==> src/rtl/ctrl_pipeline.sv <==
// ctrl_pipeline: carries decode control bundles through ID/EX, EX/MEM and MEM/WB,
// inserts load-use bubbles, squashes wrong-path entries on a taken branch and
// counts retired instructions.
module ctrl_pipeline #(
  parameter int unsigned RA_W  = 5,
  parameter int unsigned CNT_W = 32
) (
  input  logic             clk,
  input  logic             reset,
  input  logic             id_valid,
  input  logic [2:0]       id_exCtrl,
  input  logic [2:0]       id_memCtrl,
  input  logic [1:0]       id_wbCtrl,
  input  logic [RA_W-1:0]  id_rd,
  input  logic [RA_W-1:0]  id_rs1,
  input  logic [RA_W-1:0]  id_rs2,
  input  logic             branch_taken,
  output logic             stall_out,
  output logic             ex_valid,
  output logic [2:0]       ex_exCtrl,
  output logic [2:0]       ex_memCtrl,
  output logic [1:0]       ex_wbCtrl,
  output logic [RA_W-1:0]  ex_rd,
  output logic             mem_valid,
  output logic [2:0]       mem_memCtrl,
  output logic [1:0]       mem_wbCtrl,
  output logic [RA_W-1:0]  mem_rd,
  output logic             wb_valid,
  output logic [1:0]       wb_wbCtrl,
  output logic [RA_W-1:0]  wb_rd,
  output logic [CNT_W-1:0] retired_cnt
);

  // Bit positions inside the memCtrl bundle {dataMemRead, dataMemWrite, Branch}
  localparam int unsigned MEM_READ_BIT = 2;
  localparam int unsigned BRANCH_BIT   = 0;

  logic taken;
  logic rdMatch;
  logic idLoad;

  // Branch resolution in MEM, load-use detection against the EX entry
  always_comb begin
    taken     = branch_taken & mem_valid & mem_memCtrl[BRANCH_BIT];
    rdMatch   = (ex_rd == id_rs1) | (ex_rd == id_rs2);
    stall_out = ~taken & ex_valid & ex_memCtrl[MEM_READ_BIT] &
                (ex_rd != RA_W'(0)) & id_valid & rdMatch;
    idLoad    = id_valid & ~stall_out & ~taken;
  end

  // All pipeline registers and the retirement counter
  always_ff @(posedge clk) begin
    if (reset) begin
      ex_valid    <= 1'b0;
      ex_exCtrl   <= 3'b000;
      ex_memCtrl  <= 3'b000;
      ex_wbCtrl   <= 2'b00;
      ex_rd       <= RA_W'(0);
      mem_valid   <= 1'b0;
      mem_memCtrl <= 3'b000;
      mem_wbCtrl  <= 2'b00;
      mem_rd      <= RA_W'(0);
      wb_valid    <= 1'b0;
      wb_wbCtrl   <= 2'b00;
      wb_rd       <= RA_W'(0);
      retired_cnt <= CNT_W'(0);
    end else begin
      // ID/EX: real decode entry, or a fully zeroed bubble
      if (idLoad) begin
        ex_valid   <= 1'b1;
        ex_exCtrl  <= id_exCtrl;
        ex_memCtrl <= id_memCtrl;
        ex_wbCtrl  <= id_wbCtrl;
        ex_rd      <= id_rd;
      end else begin
        ex_valid   <= 1'b0;
        ex_exCtrl  <= 3'b000;
        ex_memCtrl <= 3'b000;
        ex_wbCtrl  <= 2'b00;
        ex_rd      <= RA_W'(0);
      end

      // EX/MEM: wrong-path entry is squashed when the branch in MEM is taken
      if (taken) begin
        mem_valid   <= 1'b0;
        mem_memCtrl <= 3'b000;
        mem_wbCtrl  <= 2'b00;
        mem_rd      <= RA_W'(0);
      end else begin
        mem_valid   <= ex_valid;
        mem_memCtrl <= ex_memCtrl;
        mem_wbCtrl  <= ex_wbCtrl;
        mem_rd      <= ex_rd;
      end

      // MEM/WB always advances; the branch itself retires normally
      wb_valid  <= mem_valid;
      wb_wbCtrl <= mem_wbCtrl;
      wb_rd     <= mem_rd;

      if (wb_valid) begin
        retired_cnt <= retired_cnt + CNT_W'(1);
      end
    end
  end

endmodule

==> config.mk <==
export PLATFORM = sky130hd
export DESIGN_NAME = ctrl_pipeline
export DESIGN_NICKNAME = d
export VERILOG_FILES = /design/src/rtl/ctrl_pipeline.sv
export SDC_FILE = /design/constraint.sdc
export NUM_CORES = 1
export LEC_CHECK = 0
export ABC_CLOCK_PERIOD_IN_PS = 2000
export CAP_MARGIN = 20
export CORE_ASPECT_RATIO = 1.1
export CORE_MARGIN = 8
export CORE_UTILIZATION = 40
export DETAILED_ROUTE_END_ITERATION = 8
export GPL_TIMING_DRIVEN = 0
export PLACE_DENSITY = 0.81
export SLEW_MARGIN = 30
export SYNTH_ARGS = -nofsm -noshare
export SYNTH_HDL_FRONTEND = slang
export SYNTH_SLANG_ARGS = --single-unit
==> constraint.sdc <==
create_clock -name clk -period 2 [get_ports clk]
set_input_delay 0.4 -clock clk [delete_from_list [all_inputs] [get_ports clk]]
set_output_delay 0.4 -clock clk [all_outputs]
set_load 0.02 [all_outputs]
== After elaboration in Yosys (flattened, before gate mapping) ==
Index checks and enable logic that the tools add are counted.
Widths: inputs -> output; s select.

* Muxes and demuxes: 1
* Reduce and logical (&&, ||, !) cells: 3
* Equal/unequal tests: 2
* Bitwise logic cells: 13
* $add $sub $neg: 1

{| class="wikitable"
|+ Operators with widths
! operator !! count
|-
| $add 32x1->32 const B || 1
|-
| $eq 5x5->1 || 2
|-
| $and 1x1->1 || 9
|-
| $reduce_bool 5->1 || 1
|-
| $reduce_or 2->1 || 2
|-
| $not 1->1 || 3
|-
| $mux 1 || 1
|-
| $or 1x1->1 || 1
|}

* Output and inout bits: 66
* Register bits after elaboration: 65
* Input port bits: 27
* Word-level logic and storage cells: 33

== Longest topological paths before layout ==
* Word-level depth: 13
* Gate-level depth with buffers: 6
* Depth with buffers taken out: 5

== Worst setup path after synthesis ==
No wires, ideal clock.

* Path type: flip-flop to flip-flop
* Start: register retired_cnt[8]
* End: register retired_cnt[24]
* Data required time: 1.879 ns
* Buffers on the path: 1
* Setup time: 0.121 ns
* Data arrival time: 1.982 ns
* Slack: -0.103 ns
* Stages on the path, launching flop included: 6
* Period minus slack after synthesis: 2.103 ns
* Cell sequence: dfxtp_1 nand3_2 or4_1 buf_2 nor4b_1 mux2_2

* Word-level cells in the longest chain between the ends: 1

{| class="wikitable"
|+ Ends and longest elaborated chain
! element !! line !! source
|-
| start: declaration || 31 || <nowiki>output logic [CNT_W-1:0] retired_cnt</nowiki>
|-
| start signal: assignment || 102 || <nowiki>retired_cnt <= retired_cnt + CNT_W'(1);</nowiki>
|-
| $add 32x1->32 || 102 ||
|}

Every way passes these cells.
A chain may end at the register's enable or synchronous reset.

== Worst setup path after layout ==
* Start: register retired_cnt[10]
* End: register retired_cnt[24]

The elaborated chain is that of the path after synthesis.

==> flow_metrics.env <==
export IMPL_port_buffers=92
export IMPL_start_kind="flop"
export IMPL_r2r_cells=5
export IMPL_die_x_um=93.7
export IMPL_dp_cells=467
export IMPL_syn_area_um2=2660
export IMPL_rsz0062_at_grt="true"
export IMPL_grt_util_all_layers_pct=16.0
export IMPL_placed_area_um2=3690
export IMPL_overflow=0
export IMPL_synth_area_top_cells="dfxtp_1, xnor2_1, a21oi_1"
export IMPL_rrSetupSlack_ns=-0.005
export IMPL_post_route_util_pct=65.2
export IMPL_finalCritPeriodShare_pct=100
export IMPL_clk_latency_ns=0.35
export IMPL_skew_ns=0.0166
export IMPL_path_max_fanout=3
export IMPL_synth_top_area_share_pct=49.0
export IMPL_crit_start="retired_cnt[10]"
export IMPL_core_um2=6520
export IMPL_ys_types=33
export IMPL_syn_inst=293
export IMPL_cellPowerDensity_nw_per_um2=654
export IMPL_r2r_end="retired_cnt[24]"
export IMPL_ant_nets=0
export IMPL_cts_hold_buf=0
export IMPL_hold_violations=0
export IMPL_routabilityCongestion=0.843
export IMPL_area_delta_synth_final_pct=60.0
export IMPL_worst_slack_ns=-0.00513
export IMPL_grt_antenna_before_repair=0
export IMPL_ctsRootBufferMaster="clkbuf_8"
export IMPL_worst_pin_slew_ns=0.707
export IMPL_syn_area_per_cell_um2=9.07
export IMPL_synth_warnings=0
export IMPL_slew_headroom_pct=52.9
export IMPL_violations="setup timing"
export IMPL_timing_rr_start="retired_cnt[10]"
export IMPL_cts_path_max_buffers=2
export IMPL_finalNetCount=434
export IMPL_yosysTopAreaCell="dfxtp_1"
export IMPL_maxCapViolations=0
export IMPL_crit_end="retired_cnt[24]"
export IMPL_die_h_um=101
export IMPL_drc_errors=0
export IMPL_drtIter0Drc=105
export IMPL_fin_crit_ns=2.01
export IMPL_final_max_slew_viol_count=0
export IMPL_via_count=2670
export IMPL_cts_buffers=9
export IMPL_grt_pass1_vias=2597
export IMPL_setup_viol=1
export IMPL_endpoint_kind="flop"
export IMPL_grt_pass1_wl_um=12000
export IMPL_avgRoutedWirePerCell_um=16.6
export IMPL_die_area_um2=9510
export IMPL_critPathKind="flop to flop"
export IMPL_fmax_mhz=499
export IMPL_fin_cells=493
export IMPL_clk_pin_slew_ns=0.09
export IMPL_num_antenna_cells=0
export IMPL_dpl_hpwl_um=5530
export IMPL_status="finished, violations left"
export IMPL_arrival_ns=2.25
export IMPL_drt_vias_per_instance=5.42
export IMPL_h_tree_depth=3
export IMPL_grt_max_degree=13
export IMPL_dp_slack_ns=-0.701
export IMPL_p_leak_uw=0.00159
export IMPL_hold_path_class="input pin to flop"
export IMPL_ir_drop_uv=531
export IMPL_row_count=31
export IMPL_cts_tree="done"
export IMPL_required_ns=2.24
export IMPL_ys_seq_area_share_pct=49.0
export IMPL_io_pins=93
export IMPL_start_util_pct=40.8
export IMPL_final_area_um2=4250
export IMPL_syn_nets=321
export IMPL_hold_ws_ns=0.427
export IMPL_cts_sinks=65
export IMPL_synth_seq_cells=65
export IMPL_drtPass1Iterations=5
export IMPL_drive_above_1_share_pct=19.5
export IMPL_wirelength_um=8160
## synthesized netlist by cell type
library cell / instances
dfxtp_1: 65
nand3_2: 1
a31o_2: 1
and4_1: 3
nor2_1: 22
nand3_1: 25
and2_1: 12
a21oi_1: 27
buf_2: 1
o31ai_1: 7
or4_1: 9
inv_1: 6
nand4_2: 1
and3_1: 1
o22ai_1: 1
nor2b_1: 15
or2_2: 1
nor3_1: 5
xnor2_1: 18
xor2_1: 3
or3_1: 6
buf_1: 2
mux2_2: 8
nor4_1: 10
a31oi_1: 1
mux2i_1: 1
nor4b_1: 1
nand2_1: 13
ha_1: 1
buf_4: 1
nand4_1: 8
o21ai_0: 4
clkbuf_1: 13
## worst min path at each step
stage | cells past startpoint | slack (ns) | from | to
finish | 3 | 0.43 | id_valid | ex_rd[4]
global route | 3 | 0.43 | id_valid | ex_rd[4]
CTS | 1 | 0.46 | mem_rd[3] | wb_rd[3]
detailed placement | 1 | 0.44 | ex_wbCtrl[1] | mem_wbCtrl[1]
global placement | 1 | 0.44 | ex_memCtrl[0] | mem_memCtrl[0]
floorplan | 2 | 0.53 | id_valid | ex_exCtrl[2]
## layout make-up
class / count / area, um2
Fill cell: 492 / 2270
Multi-Input combinational cell: 205 / 1460
Sequential cell: 65 / 1340
Timing Repair Buffer: 104 / 1040
Clock buffer: 9 / 124
Tap cell: 82 / 103
Clock inverter: 7 / 95.1
Buffer: 15 / 71.3
Inverter: 6 / 22.5
## critical path, cell delays in order, from the launching register on
cell,delay [ns]
dfxtp_4,0.36
nand4_1,0.16
or4_4,0.58
buf_8,0.15
nor4b_4,0.33
mux2_4,0.33
## layout by cell type (no fill, tap or decap), types with 4 or more instances in the layout
master / instances
buf_4: 12
clkinvlp_4: 4
or4_1: 6
and2_1: 11
dlymetal6s2s_1: 7
clkbuf_1: 11
dfxtp_1: 48
nor2_1: 22
nand2_1: 13
dfxtp_4: 5
nand3_1: 23
a21oi_1: 25
mux2_4: 4
nor3_1: 5
inv_1: 6
mux2_2: 4
nor2b_1: 15
nor4_1: 5
nand4_1: 8
dfxtp_2: 12
or3_1: 5
clkdlybuf4s50_1: 83
nor4_4: 5
clkbuf_8: 9
o31ai_1: 7
o21ai_0: 4
xnor2_1: 15
## through the flow
stage,power [uW],TNS [ns]
finish,2780,-0.00513
global placement,1570,-2.20
detailed placement,1570,-2.75
CTS,2800,-0.0191
global route,2870,-0.132
floorplan,1450,0
## cell families (layout without fill, tap and decap cells)
| group | Yosys count | in the layout | synth area share, % |
|---|---|---|---|
| xor gates and xnor gates | 21 | 21 | 6.92 |
| and+or+nand+nor | 133 | 133 | 27.8 |
| muxes | 9 | 9 | 3.77 |
| DFF | 65 | 65 | 49.0 |
| adders and majority gates | 1 | 1 | 0.471 |
| AOI/OAI and AO/OA | 41 | 41 | 8.62 |
| buffers and inverters | 23 | 141 | 3.44 |
## sequential cells by signal (all words and copies together), names as in the netlist, 3 cells and up
register	count
ex_memCtrl	3
mem_memCtrl	3
wb_rd	5
retired_cnt	32
mem_rd	5
ex_exCtrl	3
ex_rd	5
## power by group
group          switching [uW]  internal (uW)
combinational             112            116
sequential               18.2           1310
clock                     527            698
total                     657           2120
## routing by layer
layer	up-vias	wire, um	share of wire, %	global-route usage, %
met5	-	0	0	0
met4	0	293	3.6	8.91
met3	28	853	10	7.26
met2	119	3910	48	26.1
met1	1256	3100	38	16.7
li1	1267	-	-	-
## timing repair
| action | in CTS | in global routing |
|---|---|---|
| setup endpoints to repair | 10 | 14 |
| gates resized for setup | 20 | 43 |
| pin swaps | 2 | 16 |
| buffers inserted | 3 | 9 |
Note: power is estimated with default switching activity, not from simulation.
